$ cat src/rtl/svm_score_collect.sv
// rtl/svm_score_collect.sv - slice-sum accumulator, bias add and threshold for svmrow_mem bursts
module svm_score_collect #(
   parameter int SWIDTH  = 32,
   parameter int AWIDTH  = 40,
   parameter int BWIDTH  = 16,
   parameter int NSCORES = 64,
   parameter int NSLICES = 4,
   localparam int IW = (NSCORES > 1) ? $clog2(NSCORES) : 1,
   localparam int LW = (NSLICES > 1) ? $clog2(NSLICES) : 1
) (
   input  logic                     clk,
   input  logic                     reset_n,
   input  logic signed [SWIDTH-1:0] svm_data,
   input  logic                     dvo_in,
   input  logic signed [BWIDTH-1:0] bias,
   input  logic signed [AWIDTH-1:0] threshold,
   input  logic                     clear,
   output logic signed [AWIDTH-1:0] score_out,
   output logic                     score_valid,
   output logic [IW-1:0]            score_index,
   output logic                     detect,
   output logic                     frame_done,
   output logic                     burst_err,
   output logic                     sat_err
);

   // Two guard bits cover the worst case of three AWIDTH-range terms.
   localparam int WW = AWIDTH + 2;
   localparam logic signed [WW-1:0] MAX_W = {3'b000, {(AWIDTH-1){1'b1}}};
   localparam logic signed [WW-1:0] MIN_W = {3'b111, {(AWIDTH-1){1'b0}}};

   typedef enum logic {IDLE = 1'b0, BURST = 1'b1} state_t;

   state_t                   state;
   logic [IW-1:0]            idx;
   logic [LW-1:0]            slice;
   logic signed [AWIDTH-1:0] p_mem [NSCORES];

   logic                     take;
   logic                     first_slice;
   logic                     last_slice;
   logic                     last_elem;
   logic signed [AWIDTH-1:0] p_rd;
   logic signed [WW-1:0]     p_ext;
   logic signed [WW-1:0]     d_ext;
   logic signed [WW-1:0]     b_ext;
   logic signed [WW-1:0]     sum_w;
   logic                     sum_hi;
   logic                     sum_lo;
   logic signed [AWIDTH-1:0] sum_c;

   // A clear on the same cycle as a valid sample drops that sample.
   assign take        = dvo_in & ~clear;
   assign first_slice = (slice == '0);
   assign last_slice  = (slice == LW'(NSLICES - 1));
   assign last_elem   = (idx == IW'(NSCORES - 1));
   assign p_rd        = p_mem[idx];

   // Element sum: slice 0 ignores stale P, only the last slice adds bias; clamp to AWIDTH.
   always_comb begin
      p_ext  = first_slice ? '0 : {{2{p_rd[AWIDTH-1]}}, p_rd};
      d_ext  = {{(WW-SWIDTH){svm_data[SWIDTH-1]}}, svm_data};
      b_ext  = last_slice ? {{(WW-BWIDTH){bias[BWIDTH-1]}}, bias} : '0;
      sum_w  = p_ext + d_ext + b_ext;
      sum_hi = (sum_w > MAX_W);
      sum_lo = (sum_w < MIN_W);
      if (sum_hi) begin
         sum_c = MAX_W[AWIDTH-1:0];
      end else if (sum_lo) begin
         sum_c = MIN_W[AWIDTH-1:0];
      end else begin
         sum_c = sum_w[AWIDTH-1:0];
      end
   end

   // Partial sums of the non-final slices; contents are don't-care after reset.
   always_ff @(posedge clk) begin
      if (take && !last_slice) begin
         p_mem[idx] <= sum_c;
      end
   end

   // Burst sequencing, sticky error flags and the registered score outputs.
   always_ff @(posedge clk or negedge reset_n) begin
      if (!reset_n) begin
         state       <= IDLE;
         idx         <= '0;
         slice       <= '0;
         score_out   <= '0;
         score_valid <= 1'b0;
         score_index <= '0;
         detect      <= 1'b0;
         frame_done  <= 1'b0;
         burst_err   <= 1'b0;
         sat_err     <= 1'b0;
      end else begin
         score_valid <= 1'b0;
         detect      <= 1'b0;
         frame_done  <= 1'b0;
         if (clear) begin
            state     <= IDLE;
            idx       <= '0;
            slice     <= '0;
            burst_err <= 1'b0;
            sat_err   <= 1'b0;
         end else if (take) begin
            if (sum_hi || sum_lo) begin
               sat_err <= 1'b1;
            end
            if (last_slice) begin
               score_valid <= 1'b1;
               score_out   <= sum_c;
               score_index <= idx;
               detect      <= (sum_c > threshold);
               frame_done  <= last_elem;
            end
            // Returning to IDLE after the last element lets a back-to-back burst start on the next cycle.
            if (last_elem) begin
               state <= IDLE;
               idx   <= '0;
               slice <= last_slice ? '0 : slice + 1'b1;
            end else begin
               state <= BURST;
               idx   <= idx + 1'b1;
            end
         end else if (state == BURST) begin
            // A gap inside a burst abandons the whole frame.
            burst_err <= 1'b1;
            state     <= IDLE;
            idx       <= '0;
            slice     <= '0;
         end
      end
   end

endmodule

$ cat config.mk
export PLATFORM = sky130hd
export DESIGN_NAME = svm_score_collect
export DESIGN_NICKNAME = d
export VERILOG_FILES = /design/src/rtl/svm_score_collect.sv
export SDC_FILE = /design/constraint.sdc
export NUM_CORES = 2
export LEC_CHECK = 0
export CAP_MARGIN = 10
export CELL_PAD_IN_SITES_DETAIL_PLACEMENT = 0
export CELL_PAD_IN_SITES_GLOBAL_PLACEMENT = 2
export CORE_MARGIN = 2
export CORE_UTILIZATION = 25
export DETAILED_ROUTE_END_ITERATION = 12
export HOLD_SLACK_MARGIN = 0.02
export PLACE_DENSITY = 0.48
export SLEW_MARGIN = 20
export SYNTH_ARGS = -nofsm -noshare
export SYNTH_HDL_FRONTEND = slang
export SYNTH_SLANG_ARGS = --single-unit
$ cat constraint.sdc
create_clock -name clk -period 14.7 [get_ports clk]
set_input_delay 2.94 -clock clk [delete_from_list [all_inputs] [get_ports clk]]
set_output_delay 2.94 -clock clk [all_outputs]
set_load 0.03 [all_outputs]
# Word level (Yosys, flattened, before mapping)
# Memories as Yosys holds them, arrays and structs flattened.
# Cells that the tools add are included.
# classes
add_sub_neg,4
n_lt_le_gt_ge,3
eq_ne,4
mux,33
bitwise,2
n_reduce_logical,12
# ops
operator,n
two-way mux 42 bit,2
two-way mux 40 bit,2
adder 42 x 32 -> 42 bit,1
adder 42 bit,1
"> comparator 42 x 40 -> 1 bit, second input constant",1
"less-than comparator 42 x 40 -> 1 bit, second input constant",1
> comparator 40 bit,1
two-way mux 6 bit,4
two-way mux 1 bit,20
two-way mux 2 bit,5
"adder 6 x 1 -> 6 bit, second input constant",1
"== test 6 bit, second input constant",1
AND reduction 2 bit,3
nonzero test 2 bit,3
"!= test 3 x 2 -> 1 bit, second input constant",1
AND reduction 3 bit,1
nonzero test 3 bit,1
"adder 2 x 1 -> 2 bit, second input constant",1
"== test 2 bit, second input constant",1
zero test 2 bit,1
"!= test 2 bit, second input constant",1
bitwise AND 1 bit,1
logical AND 1 bit,1
zero test 1 bit,1
other kinds (2),2
# totals
regBits,60
ramBits,2560
inputBits,92
out_inout_bits,51
word_cells,69
memories,1
# memory_table
memory,depth,word_bits,rd,rd_clocked_by_memory_dff,write_ports,line_no,source
p_mem,64,40,1,0,1,37,logic signed [AWIDTH-1:0] p_mem [NSCORES];

# Depth between registers and ports, before layout
# logic_depth
word_depth,11
mapped_depth,36
mapped_depth_nobuf,31

# Least setup slack after synthesis
# No wires, ideal clock.
# synth_path
kind,in2reg
start,input bias[15]
end,register detect
setup_time_ns,0.086
arrival_ns,10.453
required_time_ns,14.614
setup_slack_ns,4.161
cell_stages,21
n_path_buf,1
path_cell_list,and2_1 > fa_1 > ha_1 > clkbuf_1 > nand4_1 > nor4_2 > nand3_1 > o21a_1 > a311o_1 > and3_4 > nor2_4 > a21oi_1 > o21ai_0 > ha_1 > a21o_1 > a21oi_1 > o211ai_1 > a41oi_1 > nand3_1 > xor2_1 > nor3_1
# synth_via
elab_chain_cells,9
elab_cells_between_ends,10
classes_between,1 x add/sub; 3 x order compare; 6 x mux
# synth_lines
item,line_no,source
start: declaration,15,"input logic signed [BWIDTH-1:0] bias,"
two-way mux 42 bit (*),63,"b_ext = last_slice ? {{(WW-BWIDTH){bias[BWIDTH-1]}}, bias} : '0;"
adder 42 bit (*),64,sum_w = p_ext + d_ext + b_ext;
less-than comparator 42 x 40 -> 1 bit,66,sum_lo = (sum_w < MIN_W);
two-way mux 40 bit,69,end else if (sum_lo) begin
two-way mux 40 bit (*),67,if (sum_hi) begin
net sum_c[31],50,logic signed [AWIDTH-1:0] sum_c;
> comparator 40 bit (*),114,detect <= (sum_c > threshold);
two-way mux 1 bit (*),110,if (last_slice) begin
two-way mux 1 bit (*),106,end else if (take) begin
two-way mux 1 bit (*),100,if (clear) begin
end signal: assignment,114,
end: declaration,21,"output logic detect,"
# The timed path passes the listed nets; every way through them passes the cells marked *.
# A chain may end at the register's enable or synchronous reset.

# Worst setup path after layout
# layout_path
start,register idx[0]
end,register detect
# layout_via
elab_chain_cells,11
elab_cells_between_ends,12
classes_between,2 x add/sub; 3 x order compare; 6 x mux; 1 x memory
# layout_lines
item,line_no,source
start: declaration,35,logic [IW-1:0] idx;
start signal: assignment,124,idx <= idx + 1'b1;
memory read (64 x 40 bit) (*),-,
two-way mux 42 bit (*),61,"p_ext = first_slice ? '0 : {{2{p_rd[AWIDTH-1]}}, p_rd};"
adder 42 x 32 -> 42 bit (*),64,
adder 42 bit (*),64,
less-than comparator 42 x 40 -> 1 bit,66,
two-way mux 40 bit,69,
two-way mux 40 bit (*),67,
net sum_c[36],50,
> comparator 40 bit (*),114,
two-way mux 1 bit (*),110,
two-way mux 1 bit (*),106,
two-way mux 1 bit (*),100,
# Marked as above.

==> flow_summary.ini <==
[run_status]
status = completed

[run]
max-cap-violations = 0

[clock_tree]
clk_latency_ns = 0.92
cts_tree = built
clock-root-buffer = clkbuf_16
cts_buffers = 299
ctsLongestPathBuffers = 4
holdBufCountCts = 0
ctsResizeCount = 0
cts_setup_buffers = 0
h-tree-depth = 5
cts_num_sinks = 2620
clk_pin_slew_ns = 0.06

[critical_path]
startpoint_type = flop
setup.worst_path.class = flop to flop
critical_path.most_common_cell = buf_4
worstPathArrival_ns = 12.30
crit_path_end_kind = flop
regToRegSetupSlack_ns = 3.16
required_ns = 15.46
cp_slowest_stage_delay_ns = 0.75
rr_worst_depth = 31
slowest_stage = nand3_1
cp_max_fo = 65
r2r-start = idx[0]$_DFFE_PN0P_
r2r-end = detect$_DFF_PN0_

[power]
cellLeakagePower_nw = 36.0
power.density_nw_per_um2 = 166
peakVddDrop_v = 0.000119

[sta]
hold_viol = 0
rsz0062_at_grt = false
post-route-min-period_ns = 11.54
skew_ns = 0.0517
setup_viol = 0
worst_pin_slew_ns = 1.23
maxSlewHeadroom_pct = 18.1
post-route-period-util_pct = 78.5
fin_tns_setup_ns = 0
hold_slack_ns = 0.476
final-max-slew-violation-count = 0
fmax_mhz = 86.7

[synth]
yosys.area.top_type = edfxtp_1
seq_area_frac_synth_pct = 79.3
synth.avg_cell_area_um2 = 17.7
synth_most_common_cell = edfxtp_1
ys_warn_count = 0
ys_top_cells_by_count = 2,560 x edfxtp_1, 651 x a22oi_1, 347 x a31oi_1
ys.flop_type = edfxtp_1
synth_cells = 5579
synth_area_leaders = edfxtp_1 78%, a22oi_1 4.9%, a221oi_1 2.8%
synth.net_count = 5795
synth_edf_count = 2560
synth_seq_cells = 2620
netlist_area_um2 = 98800
yosysTopAreaCellShare_pct = 77.8
async_flop_share_pct = 2.29
yosysUniqueCellTypes = 75

[floorplanning]
ios = 143
row_count = 230
start_util_pct = 25.1
die_y_um = 633
dieArea_um2 = 400000
core-area_um2 = 393000
die_w_um = 633

[detailed_routing]
wirelength_um = 419000
wl_met3_um = 28100
drt_pass1_iterations = 6
drcViolationCount = 0
wl_met1_um = 189000
top_layer_used = met5
routedWlPerCell_um = 36.9
drtIter0Drc = 6816
viasPerCell = 5.27
vias = 59800
ant_nets = 0
met2_length_um = 194000

[global_routing]
overflow = 0
antenna_found_initial = 37
grt_pass1_vias = 57500
grt_max_degree = 92
grt_pass1_wl_um = 552000
grt_usage_pct = 20.4

[placed_design]
numPortBuffers = 142
gp_congestion = 0.787
dp.cells = 10800
hpwl_um = 233000

[final_layout]
final_cells = 11400
fill_cells = 38400
fin_nets = 6095
syn_to_final_growth_pct = 19.2
drive_gt1_share_pct = 12.9

[hold_path]
min_to = score_index[2]$_DFFE_PN0P_
holdCritStartpoint = score_index[2]$_DFFE_PN0P_
hp-class = flop to flop
hold_path_depth = 2
## how the worst max path moves through the flow
stage                             startpoint               end  slack (ns)  cells after the start
after global routing      idx[1]$_DFFE_PN0P_  detect$_DFF_PN0_        2.73                     30
after detailed placement            bias[15]  detect$_DFF_PN0_        3.05                     21
final                     idx[0]$_DFFE_PN0P_  detect$_DFF_PN0_        3.16                     31
after global placement              bias[15]  detect$_DFF_PN0_        3.00                     21
after floorplan                     bias[15]  detect$_DFF_PN0_        4.16                     21
after CTS                 idx[2]$_DFFE_PN0P_  detect$_DFF_PN0_        3.31                     27
## power by group
group	leakage [nW]	total [mW]	switching, mW	internal, mW
sequential	23.9	9.48	0.0368	9.44
clock	4.66	7.38	3.12	4.26
combinational	7.42	2.65	2.18	0.472
total	36.0	19.5	5.34	14.2
## registers in the layout, indices dropped and copies added, names as in the netlist
signal,flops
score_valid,1
detect,1
state,1
score_index,6
sat_err,1
score_out,40
burst_err,1
idx,6
slice,2
p_mem,2560
frame_done,1
## kinds of logic after synthesis
group	synth area share, %
and+or+nand+nor	2.36
muxes	0.0101
xor gates and xnor gates	0.301
DFF	79.3
adders and majority gates	1.88
AOI/OAI and AO/OA	14.4
buffers and inverters	1.73
## critical path, delay by kind of cell (launching register included)
kind	cells	cell delay (ns)
simple gates	15	4.26
buf+inv	5	2.56
compound gates	7	2.05
fa+ha+maj	3	1.45
flops	1	0.60
xor+xnor	1	0.21
## final cells by class
type                            instances  area [µm²]  area share [%]
Inverter                               74         278           0.236
Sequential cell                      2620       78400            66.6
Timing Repair Buffer                  365        3460            2.94
Multi-Input combinational cell       2519       19500            16.6
Antenna cell                            6        15.0          0.0128
Clock inverter                        171        1620            1.38
Clock buffer                          377        7960            6.76
Tap cell                             5220        6530            5.55
## layer usage
| layer | track usage, % | vias to the layer above |
|---|---|---|
| li1 | - | 24200 |
| met1 | 29.1 | 32900 |
| met2 | 32.5 | 2343 |
| met3 | 3.41 | 414 |
| met4 | 3.89 | 6 |
| met5 | 0 | - |
## per-stage QoR
step | setup WS [ns] | utilization [%] | power, mW | instance area, µm²
2_1_floorplan | 4.16 | - | 10.9 | 98800
3_3_place_gp | 3.00 | 27.5 | 12.2 | 108000
3_5_place_dp | 3.05 | 27.5 | 12.3 | 108000
4_1_cts | 3.31 | 30.0 | 19.7 | 118000
5_1_grt | 2.73 | 30.0 | 20.1 | 118000
6_report | 3.16 | 30.0 | 19.5 | 118000
## cells in the final DEF (no fill, tap or decap), types with 16 or more instances in the layout
master           instances
clkinv_1                74
nor2_4                  64
a31oi_1                347
fa_1                    41
nand2_1                110
inv_1                   72
a221oi_1               318
clkdlybuf4s50_1        141
a21oi_1                 87
clkbuf_16              307
nand4_1                 22
and2_1                  16
nor4_1                  81
a21o_1                  27
edfxtp_1              2560
dfrtp_1                 60
a22oi_1                651
bufinv_16               23
o21ai_0                 41
ha_1                    82
buf_4                  194
buf_12                  29
clkbuf_1                69
xnor2_1                 23
nor2_1                  76
clkinv_2                45
nand2_2                 30
a22o_1                 316
Note: power is estimated with default switching activity, not from simulation.
